<file path="config.mk">
export PLATFORM = sky130hd
export DESIGN_NAME = seq_alu
export DESIGN_NICKNAME = d
export VERILOG_FILES = /design/src/rtl/seq_alu.sv
export SDC_FILE = /design/constraint.sdc
export NUM_CORES = 1
export LEC_CHECK = 0
export CAP_MARGIN = 5
export CORE_ASPECT_RATIO = 0.7
export CORE_MARGIN = 1
export CORE_UTILIZATION = 58
export CTS_CLUSTER_DIAMETER = 100
export DETAILED_ROUTE_END_ITERATION = 10
export GPL_ROUTABILITY_DRIVEN = 0
export PLACE_DENSITY = 0.86
export SLEW_MARGIN = 5
export SYNTH_ARGS = -nofsm -noshare
export SYNTH_HDL_FRONTEND = slang
export SYNTH_SLANG_ARGS = --single-unit
</file>
<file path="constraint.sdc">
create_clock -name clk_i -period 5.65 [get_ports clk_i]
set_input_delay 1.13 -clock clk_i [delete_from_list [all_inputs] [get_ports clk_i]]
set_output_delay 1.13 -clock clk_i [all_outputs]
set_load 0.02 [all_outputs]
</file>
<file path="src/rtl/seq_alu.sv">
// -----------------------------------------------------------------------------
// seq_alu
//   Multi-cycle EX-stage ALU. It keeps the 4-bit ALU control encoding of the
//   original single-cycle datapath ALU. It adds an iterative multiply, an
//   unsigned divide/remainder, status flags and valid/ready handshakes on both
//   the input and output sides.
//
//   ADD/SUB/AND/OR and unsupported codes complete in one cycle. MUL, DIVU and
//   REMU run WIDTH iterations in BUSY. The result and flags are registered when
//   DONE is entered and stay stable until the consumer takes them.
//
// Ports
//   clk_i      in   clock, rising edge
//   rst_i      in   asynchronous active-high reset
//   valid_i    in   operands/op valid
//   ready_o    out  op can be accepted this cycle (combinational on ready_i)
//   data1_i    in   operand A (WIDTH)
//   data2_i    in   operand B (WIDTH)
//   ALUCtrl_i  in   operation code (4)
//   valid_o    out  result valid, held until accepted
//   ready_i    in   consumer accepts the result
//   data_o     out  result (WIDTH)
//   zero_o     out  data_o == 0
//   ovf_o      out  signed overflow of ADD/SUB
//   div0_o     out  DIVU/REMU with a zero divisor
//   illegal_o  out  unsupported ALUCtrl_i
// -----------------------------------------------------------------------------
module seq_alu #(
    parameter  int WIDTH = 32,
    localparam int CNT_W = $clog2(WIDTH) + 1
) (
    input  logic             clk_i,
    input  logic             rst_i,
    input  logic             valid_i,
    output logic             ready_o,
    input  logic [WIDTH-1:0] data1_i,
    input  logic [WIDTH-1:0] data2_i,
    input  logic [3:0]       ALUCtrl_i,
    output logic             valid_o,
    input  logic             ready_i,
    output logic [WIDTH-1:0] data_o,
    output logic             zero_o,
    output logic             ovf_o,
    output logic             div0_o,
    output logic             illegal_o
);

    localparam logic [3:0] OP_AND  = 4'b0000;
    localparam logic [3:0] OP_OR   = 4'b0001;
    localparam logic [3:0] OP_ADD  = 4'b0010;
    localparam logic [3:0] OP_SUB  = 4'b0110;
    localparam logic [3:0] OP_MUL  = 4'b1111;
    localparam logic [3:0] OP_DIVU = 4'b1000;
    localparam logic [3:0] OP_REMU = 4'b1001;

    localparam logic [CNT_W-1:0] LAST_ITER = CNT_W'(WIDTH - 1);

    typedef enum logic [1:0] {IDLE, BUSY, DONE} state_t;

    function automatic logic is_multi(input logic [3:0] op);
        return (op == OP_MUL) || (op == OP_DIVU) || (op == OP_REMU);
    endfunction

    function automatic logic add_ovf(input logic [WIDTH-1:0] a, b, r);
        return (a[WIDTH-1] == b[WIDTH-1]) && (r[WIDTH-1] != a[WIDTH-1]);
    endfunction

    function automatic logic sub_ovf(input logic [WIDTH-1:0] a, b, r);
        return (a[WIDTH-1] != b[WIDTH-1]) && (r[WIDTH-1] != a[WIDTH-1]);
    endfunction

    state_t           state_q, state_d;
    logic [CNT_W-1:0] cnt_q, cnt_d;
    logic [3:0]       op_q, op_d;
    // a_q: multiplicand (shifted left) or divisor (static).
    // q_q: multiplier (shifted right) or dividend/quotient shift register.
    // acc_q: product accumulator or partial remainder.
    logic [WIDTH-1:0] a_q, a_d;
    logic [WIDTH-1:0] q_q, q_d;
    logic [WIDTH-1:0] acc_q, acc_d;
    logic [WIDTH-1:0] data_q, data_d;
    logic             zero_q, zero_d;
    logic             ovf_q, ovf_d;
    logic             div0_q, div0_d;
    logic             illegal_q, illegal_d;

    logic             accept;
    logic [WIDTH-1:0] mul_sum;
    logic [WIDTH:0]   rem_shift;
    logic [WIDTH:0]   div_diff;
    logic [WIDTH-1:0] div_rem;
    logic [WIDTH-1:0] div_quo;
    logic [WIDTH-1:0] sc_res;

    always_comb begin
        state_d   = state_q;
        cnt_d     = cnt_q;
        op_d      = op_q;
        a_d       = a_q;
        q_d       = q_q;
        acc_d     = acc_q;
        data_d    = data_q;
        zero_d    = zero_q;
        ovf_d     = ovf_q;
        div0_d    = div0_q;
        illegal_d = illegal_q;
        sc_res    = '0;

        ready_o = (state_q == IDLE) || ((state_q == DONE) && ready_i);
        valid_o = (state_q == DONE);
        accept  = valid_i && ready_o;

        // One shift-add multiply step.
        mul_sum = acc_q + (q_q[0] ? a_q : '0);

        // One restoring-divide step. A non-negative trial difference yields a
        // quotient bit of 1. A zero divisor therefore yields all ones and leaves
        // the dividend as the remainder without special handling.
        rem_shift = {acc_q, q_q[WIDTH-1]};
        div_diff  = rem_shift - {1'b0, a_q};
        div_rem   = div_diff[WIDTH] ? rem_shift[WIDTH-1:0] : div_diff[WIDTH-1:0];
        div_quo   = {q_q[WIDTH-2:0], ~div_diff[WIDTH]};

        unique case (state_q)
            BUSY: begin
                cnt_d = cnt_q + CNT_W'(1);
                if (op_q == OP_MUL) begin
                    acc_d = mul_sum;
                    a_d   = a_q << 1;
                    q_d   = q_q >> 1;
                end else begin
                    acc_d = div_rem;
                    q_d   = div_quo;
                end
                if (cnt_q == LAST_ITER) begin
                    state_d   = DONE;
                    data_d    = (op_q == OP_MUL)  ? mul_sum :
                                (op_q == OP_DIVU) ? div_quo : div_rem;
                    zero_d    = (data_d == '0);
                    ovf_d     = 1'b0;
                    div0_d    = (op_q != OP_MUL) && (a_q == '0);
                    illegal_d = 1'b0;
                end
            end
            default: begin
                if (accept) begin
                    op_d = ALUCtrl_i;
                    if (is_multi(ALUCtrl_i)) begin
                        state_d = BUSY;
                        cnt_d   = '0;
                        acc_d   = '0;
                        if (ALUCtrl_i == OP_MUL) begin
                            a_d = data1_i;
                            q_d = data2_i;
                        end else begin
                            a_d = data2_i;
                            q_d = data1_i;
                        end
                    end else begin
                        state_d   = DONE;
                        ovf_d     = 1'b0;
                        div0_d    = 1'b0;
                        illegal_d = 1'b0;
                        case (ALUCtrl_i)
                            OP_ADD: begin
                                sc_res = data1_i + data2_i;
                                ovf_d  = add_ovf(data1_i, data2_i, sc_res);
                            end
                            OP_SUB: begin
                                sc_res = data1_i - data2_i;
                                ovf_d  = sub_ovf(data1_i, data2_i, sc_res);
                            end
                            OP_AND:  sc_res = data1_i & data2_i;
                            OP_OR:   sc_res = data1_i | data2_i;
                            default: illegal_d = 1'b1;
                        endcase
                        data_d = sc_res;
                        zero_d = (sc_res == '0);
                    end
                end else if ((state_q == DONE) && ready_i) begin
                    state_d = IDLE;
                end
            end
        endcase
    end

    // The datapath registers are reset as well, so the outputs are 0 out of reset.
    always_ff @(posedge clk_i or posedge rst_i) begin
        if (rst_i) begin
            state_q   <= IDLE;
            cnt_q     <= '0;
            op_q      <= '0;
            a_q       <= '0;
            q_q       <= '0;
            acc_q     <= '0;
            data_q    <= '0;
            zero_q    <= 1'b0;
            ovf_q     <= 1'b0;
            div0_q    <= 1'b0;
            illegal_q <= 1'b0;
        end else begin
            state_q   <= state_d;
            cnt_q     <= cnt_d;
            op_q      <= op_d;
            a_q       <= a_d;
            q_q       <= q_d;
            acc_q     <= acc_d;
            data_q    <= data_d;
            zero_q    <= zero_d;
            ovf_q     <= ovf_d;
            div0_q    <= div0_d;
            illegal_q <= illegal_d;
        end
    end

    assign data_o    = data_q;
    assign zero_o    = zero_q;
    assign ovf_o     = ovf_q;
    assign div0_o    = div0_q;
    assign illegal_o = illegal_q;

endmodule

</file>
# After elaboration in Yosys (flattened, before gate mapping)
# Index checks and enable logic that the tools add are counted.
[word_totals]
ff_bits = 144
latchBits = 0
ramBits = 0
rom_bits = 0
input_bits = 72
out_inout_bits = 38
wordCells = 112
memories = 0
[classes]
add_sub_neg = 5
n_mul = 0
n_div = 0
order_cmp = 0
eq_ne = 19
shifts = 0
n_mux = 51
bitwise = 4
reduce_logical = 22
[op_table]
columns = ["op", "n"]
rows = [
  ["2-to-1 mux 32 bit", 25],
  ["case mux 32 bit (4 select lines)", 1],
  ["logical NOT 32 bit", 3],
  ["adder 32 bit", 2],
  ["subtractor 33 x 32 -> 33 bit", 1],
  ["bitwise AND 32 bit", 1],
  ["bitwise OR 32 bit", 1],
  ["subtractor 32 bit", 1],
  ["equality test 4 bit (second input constant)", 5],
  ["2-to-1 mux 6 bit", 3],
  ["2-to-1 mux 1 bit", 16],
  ["2-to-1 mux 2 bit", 5],
  ["adder 6 x 1 -> 6 bit (second input constant)", 1],
  ["equality test 6 x 5 -> 1 bit (second input constant)", 1],
  ["AND reduction 2 bit", 3],
  ["AND reduction 3 bit", 2],
  ["logical AND 1 bit", 5],
  ["equality test 4 x 1 -> 1 bit (second input constant)", 1],
  ["equality test 4 x 2 -> 1 bit (second input constant)", 1],
  ["equality test 4 x 3 -> 1 bit (second input constant)", 1],
  ["logical NOT 4 bit", 1],
  ["inequality test 2 bit (second input constant)", 2],
  ["inequality test 4 bit (second input constant)", 1],
  ["nonzero test 2 bit", 2],
  ["11 further kinds", 16],
]

# Depth between registers and ports, before layout
[depth]
depth_word = 10
mapped_depth = 18
ltp_nobuf = 16

# Worst setup path before layout
# No wires, ideal clock.
[synth_path]
path_kind = "input-to-reg"
from = "in data1_i[0]"
to = "reg zero_q (netlist: zero_o)"
setup_time_ps = 80
arrival_time_ps = 4336
required_ps = 5570
path_slack_ps = 1234
cell_stages = 16
path_buffers = 0
path_cell_list = "inv_1 -> ha_1 -> inv_1 -> fa_1 -> nor2b_1 -> o21ai_0 -> a21oi_1 -> a2111oi_0 -> o21ai_0 -> a21boi_1 -> o31ai_1 -> or4_1 -> or4_1 -> nor4_1 -> nand2_1 -> o211ai_2"
[synth_via]
elab_chain_len = 9
word_cells_on_any_way = 12
classes_between = "add/sub: 2; mux: 7; bitwise: 2; reduce/logical: 1"
[synth_lines]
columns = ["item", "line", "text"]
rows = [
  ["start: declaration", "36", "input logic [WIDTH-1:0] data1_i,"],
  ["subtractor 32 bit (tied with other cells)", "170", "sc_res = data1_i - data2_i;"],
  ["case mux 32 bit (4 select lines) (*)", "164", "case (ALUCtrl_i)"],
  ["2-to-1 mux 32 bit (*)", "148", "if (is_multi(ALUCtrl_i)) begin"],
  ["2-to-1 mux 32 bit (*)", "146", "if (accept) begin"],
  ["2-to-1 mux 32 bit (*)", "124", "unique case (state_q)"],
  ["logical NOT 32 bit (*)", "178", "zero_d = (sc_res == '0);"],
  ["2-to-1 mux 1 bit (*)", "148", ""],
  ["2-to-1 mux 1 bit (*)", "146", ""],
  ["2-to-1 mux 1 bit (*)", "124", ""],
  ["end signal: assignment", "209", "zero_q <= zero_d;"],
  ["end: declaration", "82", "logic zero_q, zero_d;"],
]
# Mark *: on every way between the ends. The rest lies on a longest branch, timed or not. The select of a mux whose other input is x is not followed.
# A chain may end at the register's enable or synchronous reset.

# Worst setup path after layout
[layout_path]
from = "reg q_q[0]"
to = "reg zero_q (netlist: zero_o)"
[layout_via]
elab_chain_len = 6
word_cells_on_any_way = 7
classes_between = "add/sub: 1; mux: 5; reduce/logical: 1"
[layout_lines]
columns = ["item", "line", "text"]
rows = [
  ["start: declaration", "79", "logic [WIDTH-1:0] q_q, q_d;"],
  ["start signal: assignment", "206", "q_q <= q_d;"],
  ["2-to-1 mux 32 bit", "114", "mul_sum = acc_q + (q_q[0] ? a_q : '0);"],
  ["adder 32 bit", "114", ""],
  ["2-to-1 mux 32 bit (*)", "137", "data_d = (op_q == OP_MUL) ? mul_sum :"],
  ["logical NOT 32 bit (*)", "139", "zero_d = (data_d == '0);"],
  ["2-to-1 mux 1 bit (*)", "135", "if (cnt_q == LAST_ITER) begin"],
  ["2-to-1 mux 1 bit (*)", "124", ""],
]
# Marked as above.

==> results.cfg <==
[status]
status = complete, but fails checks
violations = design-rule violations

[clocking]
cts-buffers-inserted = 17
cts_hold_buf = 0
cts_tree = done
clk_path_buf_depth = 2
insertion_delay_ns = 0.45
clock_sinks = 144
clk_transition_reported_paths_ns = 0.06
cts_resized = 0
htreeDepth = 4
root_buffer = clkbuf_16
cts_setup_buffers = 0

[routing]
viasPerCell = 7.14
num_vias = 19700
routed_wl_mm = 61.9
ant_nets = 0
drc_errors = 7
wire_per_inst_microns = 22.4
drtIter0Drc = 2813
dr.pass1.iters = 11

[critical_path]
path_class = flop to flop
critPathCaptureType = flop
start_kind = flop
worstPathMaxFanout = 19
required_ns = 6.02
worstPathArrival_ns = 5.78

[power_and_ir_drop]
pwr-share-comb_pct = 70.9
total_power_w = 0.0115
swShare_pct = 53.7
p_int_w = 0.00532
power-per-cell-area_nw_per_um2 = 598
p_switching_w = 0.00616
peakVddDrop_mv = 0.588
power_frac_clock_pct = 10.7
cellLeakagePower_nw = 8.59
seqPwrFrac_pct = 18.4

[grt]
grt_overflow_total = 0
antenna_found_initial = 0
grt_first_pass_wirelength_mm = 95.0
track_usage_pct = 39.2
grt_pass1_vias = 17800
grt_max_degree = 77

[yosys]
syn_area_per_cell_sq_um = 7.31
ys.flop_type = dfrtp_1
ys_types = 92
yosysMostFrequentCell = a21oi_1
synthTopCellsByArea = dfrtp_1, ha_1, a21oi_1
syn_area_sq_um = 17200
synth_seq_cells = 144
synthesis.instances = 2357
synth_area_leader_cell = dfrtp_1
synth_top_area_share_pct = 20.9
yosysSeqAreaShare_pct = 20.9
synthArstFlopShare_pct = 100
synth_nets = 2601
yosys_warnings = 0
synth_edf_count = 0
synth_commonest_cells = a21oi_1, nor2_1, nand2_1

[floorplan]
start_util_pct = 59.3
die-area_sq_um = 30400
core_sq_um = 29100
pin_count = 110
chipWidth_microns = 208
placementRows = 52
fp.dieH_microns = 146

[sta]
fin_tns_setup_ns = 0
post-route-period-util_pct = 95.8
finalCriticalPeriod_ns = 5.41
drv_slew = 0
rsz0062_at_grt = false
slew_headroom_pct = 32.2
finalSetupViolCount = 0
maxClockFrequency_mhz = 185
clock_skew_ns = 0.0127
worstMarginPinSlew_ns = 0.992
finalHoldViolations = 0

[placed_design]
placed_area_sq_um = 18600
dp_hpwl_mm = 46.4
io_buffers = 109
dp_cells = 2735

[final_layout]
fin_area_sq_um = 19200
nFillCells = 2366
regArea_sq_um = 3600
areaGrowthSynthToFinish_pct = 11.3
drive_gt1_share_pct = 5.49
antenna_cells = 0
nets = 2620
final_util_pct = 66.0
fin_cells = 2765
multi_input_area_sq_um = 12600

[min_path]
hold_path_class = flop to flop

[flow_run]
maxCapViolCount = 0
==> routing by layer <==
layer	up-vias	global-route usage (%)	share of wire, %
met5	-	0	0
met3	318	11.9	15
met4	0	17.6	4.8
met1	9114	51.8	38
met2	1640	58.8	42
li1	8669	-	-
==> cell type report <==
cell class | instances | area share, %
Sequential cell | 144 | 18.8
Inverter | 141 | 2.78
Clock buffer | 20 | 2.38
Tap cell | 378 | 2.46
Multi-Input combinational cell | 1919 | 65.4
Clock inverter | 10 | 0.835
Timing Repair Buffer | 153 | 7.35
==> kinds of logic after synthesis <==
| logic type | synth area share [%] |
|---|---|
| muxes | 3.37 |
| AOI/OAI and AO/OA | 30.9 |
| and+or+nand+nor | 22.0 |
| buffers and inverters | 6.59 |
| xor gates and xnor gates | 3.56 |
| adders and majority gates | 12.7 |
| DFF | 20.9 |
==> flip-flops by register name (all words and copies together) (netlist names) <==
register   cells
a_q           32
acc_q         32
data_o        32
q_q           32
cnt_q          6
op_q           4
state_q        2
div0_o         1
illegal_o      1
ovf_o          1
zero_o         1
==> path summary, 6_finish.rpt <==
path	slack (ns)	depth (start not counted)	to	start
max	0.24	15	zero_o$_DFFE_PP0P_	q_q[0]$_DFFE_PP0P_
min	0.51	1	cnt_q[5]$_DFFE_PP0P_	cnt_q[5]$_DFFE_PP0P_
max reg2reg	0.24	15	zero_o$_DFFE_PP0P_	q_q[0]$_DFFE_PP0P_
min reg2reg	0.51	1	cnt_q[5]$_DFFE_PP0P_	cnt_q[5]$_DFFE_PP0P_
max in group asynchronous	3.46	3	acc_q[8]$_DFFE_PP0P_	rst_i
min in group asynchronous	1.18	2	data_o[31]$_DFFE_PP0P_	rst_i
==> through the flow <==
stage          hold slack (ns)  setup slack (ns)
6_report                 0.514             0.239
5_1_grt                  0.527            0.0909
4_1_cts                  0.514             0.393
3_5_place_dp             0.505            0.0174
3_3_place_gp             0.469             0.301
2_1_floorplan            0.448             0.654
==> critical path, stage by stage, from the launching register on <==
cell and delay (ns):
dfrtp_1 0.59, buf_4 0.32, and2_1 0.18, ha_1 0.35, and4_1 0.32, nor4b_1 0.28, a32oi_1 0.23, a2111oi_1 0.95
o21ai_0 0.34, a31oi_1 0.39, nor2_1 0.11, xor2_1 0.27, o22ai_1 0.21, nor4_1 0.44, nand4_1 0.19, o211ai_2 0.17
==> cells in the final DEF, fill, tap and decap left out, types with 34 or more instances in the layout <==
cell,instances
o221ai_1,46
a21o_1,34
ha_1,168
nor2_1,253
dfrtp_1,144
a211oi_1,37
o21ai_0,168
clkdlybuf4s50_1,107
nand2_1,204
nand3_1,95
nor3_1,40
xnor2_1,41
inv_1,140
buf_4,44
mux2i_1,51
a21oi_1,255
and2_1,42
==> power by group through the flow <==
stage          logic, W  clock network (W)  registers [W]
6_report        0.00814            0.00123        0.00211
5_1_grt         0.00871            0.00126        0.00213
4_1_cts         0.00783            0.00122        0.00206
3_5_place_dp    0.00775                  0        0.00207
3_3_place_gp    0.00750                  0        0.00206
2_1_floorplan   0.00556                  0        0.00194
Note: power is estimated with default switching activity, not from simulation.
